### config.mk
export PLATFORM = sky130hd
export DESIGN_NAME = regfile16_rd_stage
export DESIGN_NICKNAME = d
export VERILOG_FILES = /design/src/rtl/regfile_pkg.sv /design/src/rtl/regfile_read_port.sv /design/src/rtl/regfile16_rd_stage.sv
export SDC_FILE = /design/constraint.sdc
export NUM_CORES = 2
export LEC_CHECK = 0
export BUFFER_PORTS_ARGS = -buffer_cell sky130_fd_sc_hd__buf_2
export CAP_MARGIN = 10
export CORE_MARGIN = 2
export CORE_UTILIZATION = 57
export CTS_CLUSTER_SIZE = 8
export DETAILED_ROUTE_END_ITERATION = 10
export GPL_TIMING_DRIVEN = 1
export PLACE_DENSITY_LB_ADDON = 0.12
export SETUP_SLACK_MARGIN = 0.4
export SLEW_MARGIN = 30
export SYNTH_ARGS = -nofsm -noshare
export SYNTH_HDL_FRONTEND = slang
export SYNTH_SLANG_ARGS = --single-unit
### constraint.sdc
create_clock -name clk -period 2.5 [get_ports clk]
set_input_delay 0.25 -clock clk [delete_from_list [all_inputs] [get_ports clk]]
set_output_delay 0.25 -clock clk [all_outputs]
set_load 0.02 [all_outputs]
### src/rtl/regfile_pkg.sv
// Shared sizing and index type for the 16-entry register file and its read ports.
package regfile_pkg;
    localparam int NREGS    = 16;
    localparam int ADDR_W   = 4;
    localparam int ZERO_REG = 15;

    typedef logic [ADDR_W-1:0] reg_idx_t;
endpackage

### src/rtl/regfile_read_port.sv
// One registered read port: held address for stall, zero-register and write bypass
// resolution, and the output register with flush.
module regfile_read_port #(
    parameter int WIDTH    = 64,
    parameter int ZERO_REG = regfile_pkg::ZERO_REG
) (
    input  logic                               clk,
    input  logic                               reset_n,
    input  logic [WIDTH-1:0]                   regs_i [regfile_pkg::NREGS],
    input  logic                               wr_en_i,
    input  logic [regfile_pkg::ADDR_W-1:0]     wr_addr_i,
    input  logic [WIDTH-1:0]                   wr_data_i,
    input  logic [regfile_pkg::ADDR_W-1:0]     rd_addr_i,
    input  logic                               stall_i,
    input  logic                               flush_i,
    output logic [WIDTH-1:0]                   rd_data_o
);
    import regfile_pkg::*;

    localparam reg_idx_t ZERO_IDX = reg_idx_t'(ZERO_REG);

    reg_idx_t         held_q;
    reg_idx_t         eff_addr;
    logic [WIDTH-1:0] rd_val;
    logic [WIDTH-1:0] rd_data_d;
    logic [WIDTH-1:0] rd_data_q;

    // While stalled the port keeps re-reading the address it captured last cycle.
    assign eff_addr = stall_i ? held_q : rd_addr_i;

    always_comb begin
        rd_val = regs_i[eff_addr];
        if (eff_addr == ZERO_IDX) begin
            rd_val = '0;
        end else if (wr_en_i && (wr_addr_i == eff_addr)) begin
            rd_val = wr_data_i;
        end
        rd_data_d = flush_i ? '0 : rd_val;
    end

    always_ff @(posedge clk or negedge reset_n) begin
        if (!reset_n) begin
            held_q    <= '0;
            rd_data_q <= '0;
        end else begin
            held_q    <= eff_addr;
            rd_data_q <= rd_data_d;
        end
    end

    assign rd_data_o = rd_data_q;
endmodule

### src/rtl/regfile16_rd_stage.sv
// Decode/execute boundary register file: 16 architectural registers, one write port,
// two independent registered read ports with bypass, stall and flush.
module regfile16_rd_stage #(
    parameter int WIDTH    = 64,
    parameter int ZERO_REG = regfile_pkg::ZERO_REG
) (
    input  logic                           clk,
    input  logic                           reset_n,
    input  logic                           wr_en,
    input  logic [regfile_pkg::ADDR_W-1:0] wr_addr,
    input  logic [WIDTH-1:0]               wr_data,
    input  logic [regfile_pkg::ADDR_W-1:0] rd_addr_a,
    input  logic [regfile_pkg::ADDR_W-1:0] rd_addr_b,
    input  logic                           stall,
    input  logic                           flush,
    output logic [WIDTH-1:0]               rd_data_a,
    output logic [WIDTH-1:0]               rd_data_b
);
    import regfile_pkg::*;

    localparam reg_idx_t ZERO_IDX = reg_idx_t'(ZERO_REG);

    logic [WIDTH-1:0] regs_q [NREGS];

    genvar gi;
    generate
        for (gi = 0; gi < NREGS; gi++) begin : g_reg
            localparam reg_idx_t IDX = reg_idx_t'(gi);
            logic wr_hit;

            // Writes aimed at the zero register never land, so it stays cleared.
            assign wr_hit = wr_en && (wr_addr == IDX) && (wr_addr != ZERO_IDX);

            always_ff @(posedge clk or negedge reset_n) begin
                if (!reset_n) begin
                    regs_q[gi] <= '0;
                end else if (wr_hit) begin
                    regs_q[gi] <= wr_data;
                end
            end
        end
    endgenerate

    regfile_read_port #(
        .WIDTH    (WIDTH),
        .ZERO_REG (ZERO_REG)
    ) u_port_a (
        .clk       (clk),
        .reset_n   (reset_n),
        .regs_i    (regs_q),
        .wr_en_i   (wr_en),
        .wr_addr_i (wr_addr),
        .wr_data_i (wr_data),
        .rd_addr_i (rd_addr_a),
        .stall_i   (stall),
        .flush_i   (flush),
        .rd_data_o (rd_data_a)
    );

    regfile_read_port #(
        .WIDTH    (WIDTH),
        .ZERO_REG (ZERO_REG)
    ) u_port_b (
        .clk       (clk),
        .reset_n   (reset_n),
        .regs_i    (regs_q),
        .wr_en_i   (wr_en),
        .wr_addr_i (wr_addr),
        .wr_data_i (wr_data),
        .rd_addr_i (rd_addr_b),
        .stall_i   (stall),
        .flush_i   (flush),
        .rd_data_o (rd_data_b)
    );
endmodule
# Word level (Yosys, flattened, before mapping)
# Cells that the tools add are included.
[totals] input_bits=81 elab_cells=93 output_inout_bits=128 ff_bits=1160
[op_classes] n_lt_le_gt_ge=2 mux=14 bitwise_logic=2 reduce_logical=35 n_eq_ne=20
[op_table] op="two-way mux 64 bit" count=10
[op_table] op="binary-select mux 64 bit (select 4 bit)" count=2
[op_table] op="== test 4 bit (second input constant)" count=10
[op_table] op="logical AND 1 bit" count=34
[op_table] op="== test 4 x 3 -> 1 bit (second input constant)" count=4
[op_table] op=">= comparator 5 bit (second input constant)" count=2
[op_table] op="NOT 4 -> 5 bit" count=2
[op_table] op="== test 4 x 2 -> 1 bit (second input constant)" count=2
[op_table] op="== test 4 bit" count=2
[op_table] op="two-way mux 4 bit" count=2
[op_table] op="== test 4 x 1 -> 1 bit (second input constant)" count=1
[op_table] op="zero test 4 bit" count=1
[op_table] op="inequality test 4 bit (second input constant)" count=1

# Longest topological paths before layout
[depth] depth_word=8 depth_mapped=10 ltp_nobuf=6

# By module
# Synthesis repeated with hierarchy kept, for this count alone.
[unflattened] hier_cells=4769 area_unflattened_um2=60272.8
[by_module_without_submodules] mod="regfile16_rd_stage" n_inst=1 area_each_um2=38697.1 seq_area_each_um2=25624.6 cells_per_inst=2231
[by_module_without_submodules] mod="regfile_read_port" n_inst=2 area_each_um2=10787.8 seq_area_each_um2=1701.6 cells_per_inst=1269

# Worst setup path after synthesis
# No wires, ideal clock.
[synth_path] path_kind="input to register" from="input stall" to="register u_port_a.rd_data_q[8], in the netlist u_port_a.rd_data_o[8]" stages=9 setup_ns=0.122 required_time_ns=2.378 path_buffers=3 slack_ns=0.454 arrival_time_ns=1.925 cell_sequence="buf_6 -> mux2i_4 -> inv_4 -> buf_2 -> buf_2 -> mux2i_1 -> o221ai_1 -> a31o_1 -> a32o_1"
[synth_via] elab_chain_len=8 elab_cells_between_ends=11 classes_between="eq/ne (2); mux (7); bitwise (1); reduce/logical (1)"
[synth_rtl] item="from (decl)" line_no="regfile16_rd_stage.sv:14" source="input logic stall,"
[synth_rtl] item="two-way mux 4 bit (*)" line_no="regfile_read_port.sv:29" source="assign eff_addr = stall_i ? held_q : rd_addr_i;"
[synth_rtl] item="NOT 4 -> 5 bit (implied by the code)" line_no="regfile_read_port.sv:32" source="rd_val = regs_i[eff_addr];"
[synth_rtl] item="binary-select mux 64 bit (select 4 bit)" line_no="regfile_read_port.sv:32"
[synth_rtl] item="two-way mux 64 bit (implied by the code) (2 in series)" line_no="regfile_read_port.sv:32"
[synth_rtl] item="two-way mux 64 bit" line_no="regfile_read_port.sv:35" source="end else if (wr_en_i && (wr_addr_i == eff_addr)) begin"
[synth_rtl] item="two-way mux 64 bit (*)" line_no="regfile_read_port.sv:33" source="if (eff_addr == ZERO_IDX) begin"
[synth_rtl] item="two-way mux 64 bit (*)" line_no="regfile_read_port.sv:38" source="rd_data_d = flush_i ? '0 : rd_val;"
[synth_rtl] item="net u_port_a.rd_data_d[8]" line_no="regfile_read_port.sv:25" source="logic [WIDTH-1:0] rd_data_d;"
[synth_rtl] item="to (signal assigned)" line_no="regfile_read_port.sv:47" source="rd_data_q <= rd_data_d;"
[synth_rtl] item="to (decl)" line_no="regfile_read_port.sv:26" source="logic [WIDTH-1:0] rd_data_q;"
# The timed path passes the listed nets; every way through them passes the cells marked *. The select of a mux whose other input is x is not followed.
# A chain may end at the register's enable or synchronous reset.

# Final worst setup path
[layout_path] from="register u_port_b.held_q[0]" to="register u_port_b.rd_data_q[8], in the netlist u_port_b.rd_data_o[8]"
[layout_via] elab_chain_len=8 elab_cells_between_ends=11 classes_between="eq/ne (2); mux (7); bitwise (1); reduce/logical (1)"
[layout_rtl] item="from (decl)" line_no="regfile_read_port.sv:22" source="reg_idx_t held_q;"
[layout_rtl] item="from (signal assigned)" line_no="regfile_read_port.sv:46" source="held_q <= eff_addr;"
[layout_rtl] item="two-way mux 4 bit (*)" line_no="regfile_read_port.sv:29"
[layout_rtl] item="NOT 4 -> 5 bit (implied by the code)" line_no="regfile_read_port.sv:32"
[layout_rtl] item="binary-select mux 64 bit (select 4 bit)" line_no="regfile_read_port.sv:32"
[layout_rtl] item="two-way mux 64 bit (implied by the code) (2 in series)" line_no="regfile_read_port.sv:32"
[layout_rtl] item="two-way mux 64 bit" line_no="regfile_read_port.sv:35"
[layout_rtl] item="two-way mux 64 bit (*)" line_no="regfile_read_port.sv:33"
[layout_rtl] item="two-way mux 64 bit (*)" line_no="regfile_read_port.sv:38"
[layout_rtl] item="net u_port_b.rd_data_d[8]" line_no="regfile_read_port.sv:25"
[layout_rtl] item="to (signal assigned)" line_no="regfile_read_port.sv:47"
[layout_rtl] item="to (decl)" line_no="regfile_read_port.sv:26"
# Marks and branches as above.

==> impl_metrics.yaml <==
drt:
  routed_wirelength_um: 196000
  drt_iter0_drc: 4830
  ant_nets: 0
  average_wire_per_cell_in_the_routed_design_um: 30.2
  drt_pre_antenna_iters: 8
  post_drt_via_cell_ratio: 6.83
  route.detailed.drc: 0
  vias: 44283
clocking:
  cts.path.max_buffers: 3
  worstSkewPairLatency_ns: 0.77
  cts_tree: "yes"
  clock-sinks: 1160
  cts-root-buf: "clkbuf_16"
  clk_transition_reported_paths_ns: 0.05
  cts-buffers-inserted: 163
  cts_htree_levels: 4
floorplanning:
  die_y_um: 326
  std_cell_rows: 118
  top_level_ports: 209
  die_area_um2: 106000
  start_util_pct: 57.3
  placeableCoreArea_um2: 103000
  fp.dieW_um: 326
grt:
  grt_start_max_net_pins: 83
  grt_first_pass_wirelength_um: 289000
  grt_usage_pct: 36.2
  first_global_vias: 44439
  grt_remaining_overflow: 0
  grt_antenna_before_repair: 7
sta:
  min_period_ns: 2.25
  grt_setup_unrepaired: "yes"
  slew-limit-headroom_pct: 63.5
  worst_hold_slack_ns: 0.0670
  setup_viol_count_final: 0
  achievable-frequency_mhz: 444
  hold_violations: 0
  timing.final.crit_share_pct: 90.2
  finalMaxSlewViolations: 0
  worst_slew_pin_slew_ns: 0.548
  fin_worst_skew_ns: 0.0239
pwr:
  power.switching_fraction_pct: 30.4
  power_report.internal_total_mw: 42.6
  p_per_area_nw_per_um2: 854
  p_switching_mw: 18.6
  power_frac_comb_pct: 25.3
  share_seq_of_total_power_pct: 42.5
  p_leak_nw: 31.8
  worst_ir_drop_vdd_mv: 0.609
  power_frac_clock_pct: 32.2
yosys:
  syn-cell-area_um2: 59100
  synthesis.instances: 4766
  syn-num-nets: 4847
  yosysUniqueCellTypes: 45
  synth-main-ff-cell: "dfrtp_1"
  synth.yosys.warnings: 0
  seq_cells_post_synth: 1160
  postSynth.asyncResetShare_pct: 100
  synth_seq_area_share_pct: 49.1
  postSynthAreaPerCell_um2: 12.4
  synth_enable_flop_cells: 0
final_layout:
  combined_flip_flop_and_latch_cell_area_um2: 29000
  finish.net_count: 5171
  layout-area-overhead-vs-synth_pct: 21.1
  layout_commonest_cell: "dfrtp_1"
  final_layout_fill_cell_count: 7272
  area_of_combinational_cells_with_multiple_inputs_um2: 28700
  layout.cells.non_filler: 6487
  final_cell_mix: "dfrtp_1 (1158), mux2_2 (960), nand2_1 (512)"
  post_route_cells_drive_above_1_share_pct: 41.0
job:
  maxCapViolCount: 0
worst_hold_path:
  min_path_type: "in -> async"
critical_path:
  worst_r2r_path_depth: 9
  path_delay_family: "buffers and inverters"
  cp.buffers_inverters: 5
  worst-path-stages: 9
  critical_path.cell_chain: "mux2i_4, buf_6, inv_12, buf_12, buf_16, buf_6, mux2i_1, a221oi_1, a32o_1"
  category_of_the_worst_setup_path_capture_point: "register"
  crit_type: "reg -> reg"
  critical_path.slowest_cell: "dfrtp_1"
  timing.critical_path.required_ns: 3.20
  startpoint_type: "register"
  critPathMostFrequentCell: "buf_6"
  timing.critical_path.slowest_cell_delay_ns: 0.40
  critical_path.max_fanout: 7
  arrival_ns: 2.96
placed_design:
  port_buffers: 208
  post-dp-hpwl_um: 112000
  gp_congestion: 0.852
  place.detailed.instances: 6138
run_status:
  outcome: "finished clean"
## worst reg2reg max path, delay by kind of cell (launching register included)
| family | cells | cell delay, ns |
|---|---|---|
| AO/OA/AOI/OAI | 2 | 0.63 |
| buffers and inverters | 5 | 0.73 |
| flip-flops | 1 | 0.40 |
| multiplexers | 2 | 0.45 |
## power by group through the flow
stage | Clock [mW] | Sequential (mW) | Combinational (mW)
finish | 19.7 | 26.0 | 15.4
global route | 20.7 | 26.4 | 16.5
CTS | 19.9 | 25.8 | 14.6
detailed placement | 0 | 26.0 | 13.9
global placement | 0 | 25.8 | 13.6
floorplan | 0 | 25.4 | 9.53
## kinds of logic (layout without fill, tap and decap cells)
| family | after synthesis | count (layout) | share of synthesized area [%] |
|---|---|---|---|
| flip-flops | 1160 | 1160 | 49.1 |
| other | 0 | 2 | 0 |
| multiplexers | 1610 | 1610 | 32.1 |
| AO/OA/AOI/OAI | 524 | 524 | 8.04 |
| XOR/XNOR | 6 | 6 | 0.102 |
| AND/OR/NAND/NOR | 945 | 945 | 6.71 |
| buffers and inverters | 521 | 860 | 3.97 |
## layout make-up
type	count	area share, %
Inverter	11	0.152
Tap cell	1380	2.41
Clock inverter	11	0.198
Timing Repair Buffer	662	10.6
Multi-Input combinational cell	3085	40.1
Timing Repair inverter	7	0.184
Antenna cell	2	0.00699
Sequential cell	1160	40.6
Clock buffer	169	5.85
## synth_stat cells, drive strengths merged (3+ instances only)
master     n  share of area, %
buf      188               1.8
mux2     960                18
mux2i    522               8.9
or3        3             0.032
a21oi      5             0.068
inv       11             0.074
o221ai   128               1.9
nand3    258               2.2
a31o     128               1.9
mux4     128               4.9
nand2    524               3.3
nor3       9              0.14
a32o     128               2.2
a221oi   128               1.9
nor2     141              0.90
xnor2      4             0.072
nand2b     3             0.032
clkbuf   322               2.1
dfrtp   1160                49
## sequential cells by signal, summed over array words and instances (netlist names)
signal	count
regs_q	1024
u_port_a.held_q	4
u_port_b.rd_data_o	64
u_port_b.held_q	4
u_port_a.rd_data_o	64
## worst paths after layout
check	end	slack (ns)	from
min in group clk	u_port_a.held_q[3]	0.10	rd_addr_a[3]
hold reg to reg	regs_q[12]	0.39	regs_q[12]
hold / removal	regs_q[848]	0.07	reset_n
setup reg to reg	u_port_b.rd_data_o[8]	0.25	u_port_b.held_q[0]
setup / recovery	u_port_b.rd_data_o[8]	0.25	u_port_b.held_q[0]
max in group asynchronous	regs_q[104]	1.50	reset_n
## metal layers
layer  part of all wire, %  GRT usage, %  vias up  routed length [um]
met1                    41          49.7    23032               79600
met5                 0.043             0        -                  85
met2                    46          56.5     2361               90700
met3                   9.0          7.70      525               17700
met4                   4.0          14.2       14                7910
li1                      -             -    18351                   -
## what timing repair did
item                                    in CTS  in global routing
resized for setup                           75                176
pin swaps                                   24                 80
endpoints found under the hold margin     1626                  0
cloned                                      24                 21
setup buffers                               20                 36
endpoints found under the setup margin     113                126
hold buffers                                66                  0
## metrics by stage
stage / power (mW) / TNS, ns / utilization [%] / setup WS (ns) / instance area [um2]
2_1_floorplan: 34.9 / 0 / - / 0.454 / 59100
3_3_place_gp: 39.5 / -0.0775 / 61.9 / -0.0491 / 63900
3_5_place_dp: 39.9 / -0.0817 / 61.9 / -0.0353 / 63900
4_1_cts: 60.3 / 0 / 67.8 / 0.333 / 70000
5_1_grt: 63.6 / 0 / 69.4 / 0.212 / 71600
6_report: 61.1 / 0 / 69.4 / 0.246 / 71600
(Power assumes the default switching activity.)
